===== config.mk =====
export PLATFORM = sky130hd
export DESIGN_NAME = pipe_hazard_ctrl
export DESIGN_NICKNAME = d
export VERILOG_FILES = /design/src/rtl/pipe_ctrl_pkg.sv /design/src/rtl/mem_wait_timer.sv /design/src/rtl/pipe_hazard_ctrl.sv
export SDC_FILE = /design/constraint.sdc
export NUM_CORES = 1
export LEC_CHECK = 0
export CORE_MARGIN = 8
export CORE_UTILIZATION = 56
export DETAILED_ROUTE_END_ITERATION = 10
export DONT_BUFFER_PORTS = 1
export HOLD_SLACK_MARGIN = 0.15
export PLACE_DENSITY = 0.78
export RECOVER_POWER = 25
export SLEW_MARGIN = 20
export SYNTH_ARGS = -nofsm -noshare
export SYNTH_HDL_FRONTEND = slang
export SYNTH_SLANG_ARGS = --single-unit

===== constraint.sdc =====
create_clock -name clk -period 1.2 [get_ports clk]
set_input_delay 0.12 -clock clk [delete_from_list [all_inputs] [get_ports clk]]
set_output_delay 0.12 -clock clk [all_outputs]
set_load 0.005 [all_outputs]

===== src/rtl/pipe_ctrl_pkg.sv =====
// Shared definitions for the pipeline hazard controller: FSM encodings,
// the hard-wired zero register and the control-field values of a NOP.
package pipe_ctrl_pkg;

    typedef enum logic [1:0] {
        ST_RUN      = 2'd0,
        ST_MEM_WAIT = 2'd1,
        ST_ERR      = 2'd2
    } ctrl_state_e;

    localparam logic [4:0] REG_ZERO     = 5'd0;
    localparam logic       NOP_WB_EN    = 1'b0;
    localparam logic       NOP_MEM_R_EN = 1'b0;

    // A producer only conflicts with a reader when it writes a real register.
    function automatic logic reg_conflict(input logic [4:0] dest, input logic [4:0] src);
        return (dest != REG_ZERO) && (dest == src);
    endfunction

endpackage


===== src/rtl/mem_wait_timer.sv =====
// Watchdog counter for cycles spent waiting on data memory; expired_o marks
// the last permitted wait cycle.
module mem_wait_timer #(
    parameter int MEM_TIMEOUT = 16
) (
    input  logic clk,
    input  logic rst,
    input  logic clear_i,
    input  logic inc_i,
    output logic expired_o
);

    localparam int CW = (MEM_TIMEOUT > 2) ? $clog2(MEM_TIMEOUT) : 1;
    localparam logic [CW-1:0] LAST = CW'(MEM_TIMEOUT - 1);

    logic [CW-1:0] wait_cnt_q;
    logic [CW-1:0] wait_cnt_d;

    always_comb begin
        wait_cnt_d = wait_cnt_q;
        if (clear_i) begin
            wait_cnt_d = '0;
        end else if (inc_i) begin
            wait_cnt_d = wait_cnt_q + 1'b1;
        end
    end

    always_ff @(posedge clk) begin
        if (rst) begin
            wait_cnt_q <= '0;
        end else begin
            wait_cnt_q <= wait_cnt_d;
        end
    end

    assign expired_o = (wait_cnt_q == LAST);

endmodule


===== src/rtl/pipe_hazard_ctrl.sv =====
// Stall/flush sequencer for the 5-stage pipeline: load-use, taken-branch and
// memory-wait handling. Optional perf counters enabled by PIPE_PERF_CNT_EN.
module pipe_hazard_ctrl
    import pipe_ctrl_pkg::*;
#(
    parameter int MEM_TIMEOUT = 16,
    parameter int CNT_W       = 32
) (
    input  logic             clk,
    input  logic             rst,
    input  logic [4:0]       id_src1,
    input  logic [4:0]       id_src2,
    input  logic             id_two_src,
    input  logic             ex_mem_r_en,
    input  logic [4:0]       ex_dest,
    input  logic             br_taken,
    input  logic             mem_req,
    input  logic             mem_ready,
    output logic             stall_if,
    output logic             stall_id,
    output logic             flush_if,
    output logic             bubble_ex,
    output logic             stall_mem,
    output logic             bubble_wb,
    output logic             mem_err,
    output logic [1:0]       ctrl_state,
    output logic [CNT_W-1:0] stall_cycles,
    output logic [CNT_W-1:0] flush_cnt
);

    ctrl_state_e state_q, state_d;
    logic        mem_err_q, mem_err_d;
    logic        freeze, load_use;
    logic        timer_clear, timer_inc, timer_expired;

    mem_wait_timer #(.MEM_TIMEOUT(MEM_TIMEOUT)) u_timer (
        .clk       (clk),
        .rst       (rst),
        .clear_i   (timer_clear),
        .inc_i     (timer_inc),
        .expired_o (timer_expired)
    );

    assign freeze = ((state_q == ST_RUN) && mem_req && !mem_ready)
                  || ((state_q == ST_MEM_WAIT) && !mem_ready)
                  || (state_q == ST_ERR);

    assign load_use = ex_mem_r_en
                   && (reg_conflict(ex_dest, id_src1)
                       || (id_two_src && reg_conflict(ex_dest, id_src2)));

    always_comb begin
        state_d     = state_q;
        mem_err_d   = mem_err_q;
        timer_clear = 1'b0;
        timer_inc   = 1'b0;
        stall_if    = 1'b0;
        stall_id    = 1'b0;
        flush_if    = 1'b0;
        bubble_ex   = 1'b0;
        stall_mem   = 1'b0;
        bubble_wb   = 1'b0;

        // Freeze outranks the branch, so a redirect seen mid-wait is replayed once memory returns.
        if (!rst) begin
            if (freeze) begin
                stall_if  = 1'b1;
                stall_id  = 1'b1;
                stall_mem = 1'b1;
                bubble_wb = 1'b1;
            end else if (br_taken) begin
                flush_if  = 1'b1;
                bubble_ex = 1'b1;
            end else if (load_use) begin
                stall_if  = 1'b1;
                stall_id  = 1'b1;
                bubble_ex = 1'b1;
            end
        end

        unique case (state_q)
            ST_RUN: begin
                if (mem_req && !mem_ready) begin
                    state_d   = ST_MEM_WAIT;
                    timer_inc = 1'b1;
                end
            end
            ST_MEM_WAIT: begin
                if (mem_ready) begin
                    state_d     = ST_RUN;
                    timer_clear = 1'b1;
                end else if (timer_expired) begin
                    state_d     = ST_ERR;
                    mem_err_d   = 1'b1;
                    timer_clear = 1'b1;
                end else begin
                    timer_inc = 1'b1;
                end
            end
            ST_ERR: begin
                state_d = ST_ERR;
            end
            default: begin
                state_d = ST_ERR;
            end
        endcase
    end

    always_ff @(posedge clk) begin
        if (rst) begin
            state_q   <= ST_RUN;
            mem_err_q <= 1'b0;
        end else begin
            state_q   <= state_d;
            mem_err_q <= mem_err_d;
        end
    end

    assign mem_err    = mem_err_q;
    assign ctrl_state = state_q;

`ifdef PIPE_PERF_CNT_EN
    logic [CNT_W-1:0] stall_cycles_q, stall_cycles_d;
    logic [CNT_W-1:0] flush_cnt_q, flush_cnt_d;

    always_comb begin
        stall_cycles_d = stall_cycles_q;
        flush_cnt_d    = flush_cnt_q;
        if (stall_if && (stall_cycles_q != '1)) begin
            stall_cycles_d = stall_cycles_q + 1'b1;
        end
        if (flush_if && (flush_cnt_q != '1)) begin
            flush_cnt_d = flush_cnt_q + 1'b1;
        end
    end

    always_ff @(posedge clk) begin
        if (rst) begin
            stall_cycles_q <= '0;
            flush_cnt_q    <= '0;
        end else begin
            stall_cycles_q <= stall_cycles_d;
            flush_cnt_q    <= flush_cnt_d;
        end
    end

    assign stall_cycles = stall_cycles_q;
    assign flush_cnt    = flush_cnt_q;
`else
    assign stall_cycles = '0;
    assign flush_cnt    = '0;
`endif

endmodule


**After elaboration in Yosys (flattened, before gate mapping)**

Index checks and enable logic that the tools add are counted.

- Flip-flop bits (word level): 7
- Input port bits: 22
- Output and inout bits: 73
- Logic and storage cells: 52

- Add/sub/neg operators: 1
- Equality and inequality tests: 7
- Multiplexer cells: 23
- Bitwise operators: 1
- Reductions and logical operators: 17

Operator list:

| operator | count |
|---|---|
| 2-to-1 mux 1 bit | 18 |
| equality test 5 bit | 2 |
| logical AND 1 bit | 8 |
| 2-to-1 mux 2 bit | 3 |
| nonzero test 5 bit | 1 |
| adder 4 x 1 -> 4 bit, second input constant | 1 |
| equality test 4 bit, second input constant | 1 |
| one-hot mux 2 bit (2 select lines) | 1 |
| logical OR 1 bit | 3 |
| inequality test 3 bit, second input constant | 1 |
| AND reduction 3 bit | 1 |
| equality test 2 x 1 -> 1 bit, second input constant | 1 |
| equality test 2 bit, second input constant | 1 |
| logical NOT 2 bit | 1 |
| inequality test 2 x 1 -> 1 bit, second input constant | 1 |
| one-hot mux 1 bit (2 select lines) | 1 |
| AND reduction 2 bit | 1 |
| OR reduction 2 bit | 1 |
| logical NOT 1 bit | 1 |
| NOT 1 bit | 1 |

**Logic depth before layout (Yosys ltp)**

Gate-level depths: netlist of run 1.

- Depth in word-level cells: 9
- Gate-level depth with buffers: 5

**By module**

A second synthesis of run 1 with hierarchy kept.

- Cells, all modules: 124
- Area total of the unflattened synthesis: 991.0 µm²

Modules (own cells, without submodules):

| module | times used | cells an instance | area an instance (µm²) | sequential area each (µm²) |
|---|---|---|---|---|
| pipe_hazard_ctrl | 1 | 106 | 807.0 | 60.1 |
| mem_wait_timer | 1 | 18 | 183.9 | 80.1 |

**Worst setup path after synthesis of run 1**

No wires, ideal clock.

- Kind: register to output
- Start point: reg state_q[1], in the netlist ctrl_state[1]
- End point: out stall_if
- Data arrival time: 1.290 ns
- Data required time: 1.080 ns
- Slack: -0.210 ns
- Stages on the path, launching flop included: 6
- Path through: dfxtp_1 buf_2 mux2i_1 nor2b_1 o21bai_1 buf_4

- Cells in the longest elaborated chain, start to end: 7

Ends and longest elaborated chain:

| item | RTL line | text |
|---|---|---|
| start, declared | pipe_hazard_ctrl.sv:31 | `ctrl_state_e state_q, state_d;` |
| start signal, assigned | pipe_hazard_ctrl.sv:114 | `state_q <= state_d;` |
| logical NOT 2 bit | pipe_hazard_ctrl.sv:44 | `assign freeze = ((state_q == ST_RUN) && mem_req && !mem_ready)` |
| logical AND 1 bit (2 in series) | pipe_hazard_ctrl.sv:44 |  |
| logical OR 1 bit | pipe_hazard_ctrl.sv:45 | `\|\| ((state_q == ST_MEM_WAIT) && !mem_ready)` |
| logical OR 1 bit * | pipe_hazard_ctrl.sv:46 | `\|\| (state_q == ST_ERR);` |
| 2-to-1 mux 1 bit * (2 in series) | - |  |
| end, declared | pipe_hazard_ctrl.sv:19 | `output logic stall_if,` |

Every way passes the cells marked *; elsewhere a longest branch is shown, timed or not.

**Final worst setup path of run 1**

- Start point: reg state_q[0], in the netlist ctrl_state[0]
- End point: out bubble_ex

- Cells in the longest elaborated chain, start to end: 7

Ends and longest elaborated chain:

| item | RTL line | text |
|---|---|---|
| logical NOT 2 bit | pipe_hazard_ctrl.sv:44 |  |
| logical AND 1 bit (2 in series) | pipe_hazard_ctrl.sv:44 |  |
| logical OR 1 bit | pipe_hazard_ctrl.sv:45 |  |
| logical OR 1 bit * | pipe_hazard_ctrl.sv:46 |  |
| 2-to-1 mux 1 bit * | pipe_hazard_ctrl.sv:66 | `if (freeze) begin` |
| 2-to-1 mux 1 bit * | pipe_hazard_ctrl.sv:65 | `if (!rst) begin` |
| end, declared | pipe_hazard_ctrl.sv:22 | `output logic bubble_ex,` |

Marks and branches as above.

==> metrics, run 1 <==
Setup crit start kind=flip-flop; initial antenna violation count=0; CP endpoint kind=primary output; CTS tree=yes; Switching Fraction=0.310; Core Region=roughly 1700 µm²; die width=58.7 µm; Avg WL per Cell=~14 µm; Routed Antenna Nets=0; synthesized cell area=1020 µm²; post-route clock period utilization=1.21; final WL=between 2000 and 2500 µm; Vias/cell=3.98; Primary FF master, synth=dfxtp_1; met1 usage=0.0875; Synth area leaders=buf_4 (48%), dfxtp_1 (14%), xor2_1 (7.7%); Yosys top cell by area=buf_4; CP delay by family, top=flip-flops; number of global-route vias before repair=around 680; final net count=roughly 160; PortBufs=0; Pwr per Cell Area=640 nW/µm²; register area share after synthesis=0.137; crit path kind=flip-flop to primary output; Hold Path Cell Cnt=3; Comb power frac=0.301; Final setup violation count=10; Clk pwr share=0.320; Yosys cell types=28; Fin Clk Skew=between 0.003 and 0.004 ns; crit path cell chain=o21bai_4, mux2i_2, or3_1, o2bb2ai_2; r2r setup slk=-0.06 ns; Worst-path clk slew=0.05 ns; synthesized instance count=around 130; Post-synth EDFFs=0; First DRT Iteration DRCs=7; gr usage total=0.120; Syn Area/Cell=8.18 µm²; Int Pwr=449 µW; first-pass GRT wire length=3310 µm; Layout fillers=170; gr ovfl total=0; Worst Hold Class=primary input to flip-flop; Synth Register Bits=7; # H-tree levels=1; Die Height=around 59 µm; Cell Area, Placed=around 900 µm²; DRC=0; Cell Rows=15; commonest non-fill, non-tap cell in the layout=conb_1; leak pwr=approximately 0.00049 µW; endpoints failing hold=0; Antenna diodes=0; max-cap violations=0; RSZ-0062 raised after global routing=true; worst path bufs/invs=0; layout cells sized above 1=0.236; Max IR drop VDD=approximately 0.00067 V; slowest CP cell=dfxtp_4; CTS Buffer Depth=2; final worst path period need=between 1 and 1.5 ns; Max FO, Critical Path=4; detailed placement HPWL=between 1500 and 2000 µm; largest net degree at the start of global routing=7; final hold slack=roughly 0.18 ns; TNS Setup=-1.47 ns; max-slew violations=0; Worst Path Required=~1.1 ns; RePlAce Congestion=between 0.7 and 0.8; NetSw=about 200 µW; GR met3 Demand/Resource=0.0565; status=finished, violations left; Reg power frac=0.379; Initial Utilization=0.592; most frequent cells in the layout=conb_1 (64), buf_4 (12), nor2_1 (10), xor2_1 (9), xnor2_1 (4); failing checks=negative setup slack; post-synthesis async set-or-reset flop share=0; top-area cell type share of the netlist area=0.485; Largest stage delay, worst path=0.36 ns; area grow syn2layout=-0.489%; Peak Freq=a little under 700 MHz; WP data arrival=1.33 ns; CTS root buffer=clkbuf_4; CTS sink cnt=7; worst r2r path cells=5; clk_lat worst skew=0.24 ns; GR Util met2=0.249; CTS buffer count=3; total number of vias=roughly 660; die area=3450 µm²; final core occ=0.589; grt peak-use layer=met2; final worst slack=-0.247 ns; I/O pin count=between 90 and 100; Design Area, Final=roughly 1000 µm²; stages on the worst setup path=4; drt pass-1 iters=4; Synthesis Warnings=0
-- registers in the layout, indices dropped and copies added, names as in the netlist --
register	flops
u_timer.wait_cnt_q	4
ctrl_state	2
mem_err	1
-- final cells by class --
type / count / area, µm² / area share
sequential: 7 / 148 / 0.145
tap: 25 / 31.3 / 0.0308
multi-input combinational: 114 / 691 / 0.679
clock buffer: 4 / 26.3 / 0.0258
timing repair buffer: 15 / 121 / 0.119
-- metal layers --
metal	share of wire	wire length, µm
met5	0	0
met4	0.011	25
met3	0.16	385
met2	0.55	1280
met1	0.28	654
-- metrics by stage --
| step | setup slack [ns] | std cells | power, µW |
|---|---|---|---|
| floorplan | -0.0588 | 188 | 534 |
| global placement | -0.0531 | 156 | 408 |
| detailed placement | -0.0805 | 156 | 412 |
| CTS | -0.269 | 164 | 642 |
| global route | -0.305 | 165 | 693 |
| finish | -0.247 | 165 | 651 |
-- kinds of logic (layout without fill, tap and decap cells) --
group,Yosys count,count (layout),synth area share
other,1,64,0.00367
and+or+nand+nor,27,27,0.159
xor gates and xnor gates,13,13,0.111
buffers and inverters,67,19,0.490
adders and majority gates,1,1,0.0122
DFF,7,7,0.137
muxes,2,2,0.0196
AOI/OAI and AO/OA,7,7,0.0673
-- synthesized netlist by cell type, drive strengths merged (2+ instances only) --
library cell  instances
nor2                 11
nor4                  3
o21bai                3
dfxtp                 7
nor3                  3
mux2i                 2
xor2                  9
xnor2                 4
or3                   2
buf                  67
-- power groups by stage --
| stage | Combinational [µW] | Clock, µW | Sequential (µW) |
|---|---|---|---|
| global placement | 153 | 0 | 254 |
| CTS | 179 | 216 | 247 |
| detailed placement | 157 | 0 | 255 |
| floorplan | 279 | 0 | 255 |
| finish | 196 | 208 | 247 |
| global route | 217 | 228 | 248 |
-- path summary, 6_finish.rpt --
| path | from | endpoint |
|---|---|---|
| max | ctrl_state[0] | bubble_ex |
| min | mem_ready | u_timer.wait_cnt_q[0] |
| max reg2reg | u_timer.wait_cnt_q[1] | u_timer.wait_cnt_q[1] |
| min reg2reg | mem_err | mem_err |
-- what timing repair did --
action                                 CTS  global route
pin swaps                                4             2
buffers inserted                         2             1
setup endpoints to repair               10            10
gates resized for setup                  7             1
endpoints found under the hold margin    6             0
hold buffers                             2             0
-- worst register-to-register path, stage by stage, from the launching register on --
cell and delay (ns):
dfxtp_2 0.33, ha_4 0.16, and4_4 0.22, nor3_4 0.19, mux2i_1 0.21, nor2_1 0.05
(Power assumes the default switching activity.)
==> run 2: changes to the inputs <==
Settings changed: SKIP_LAST_GASP set to 1.
==> results of run 2 <==
Final layout, timing and power as in run 1 (identical DEF).
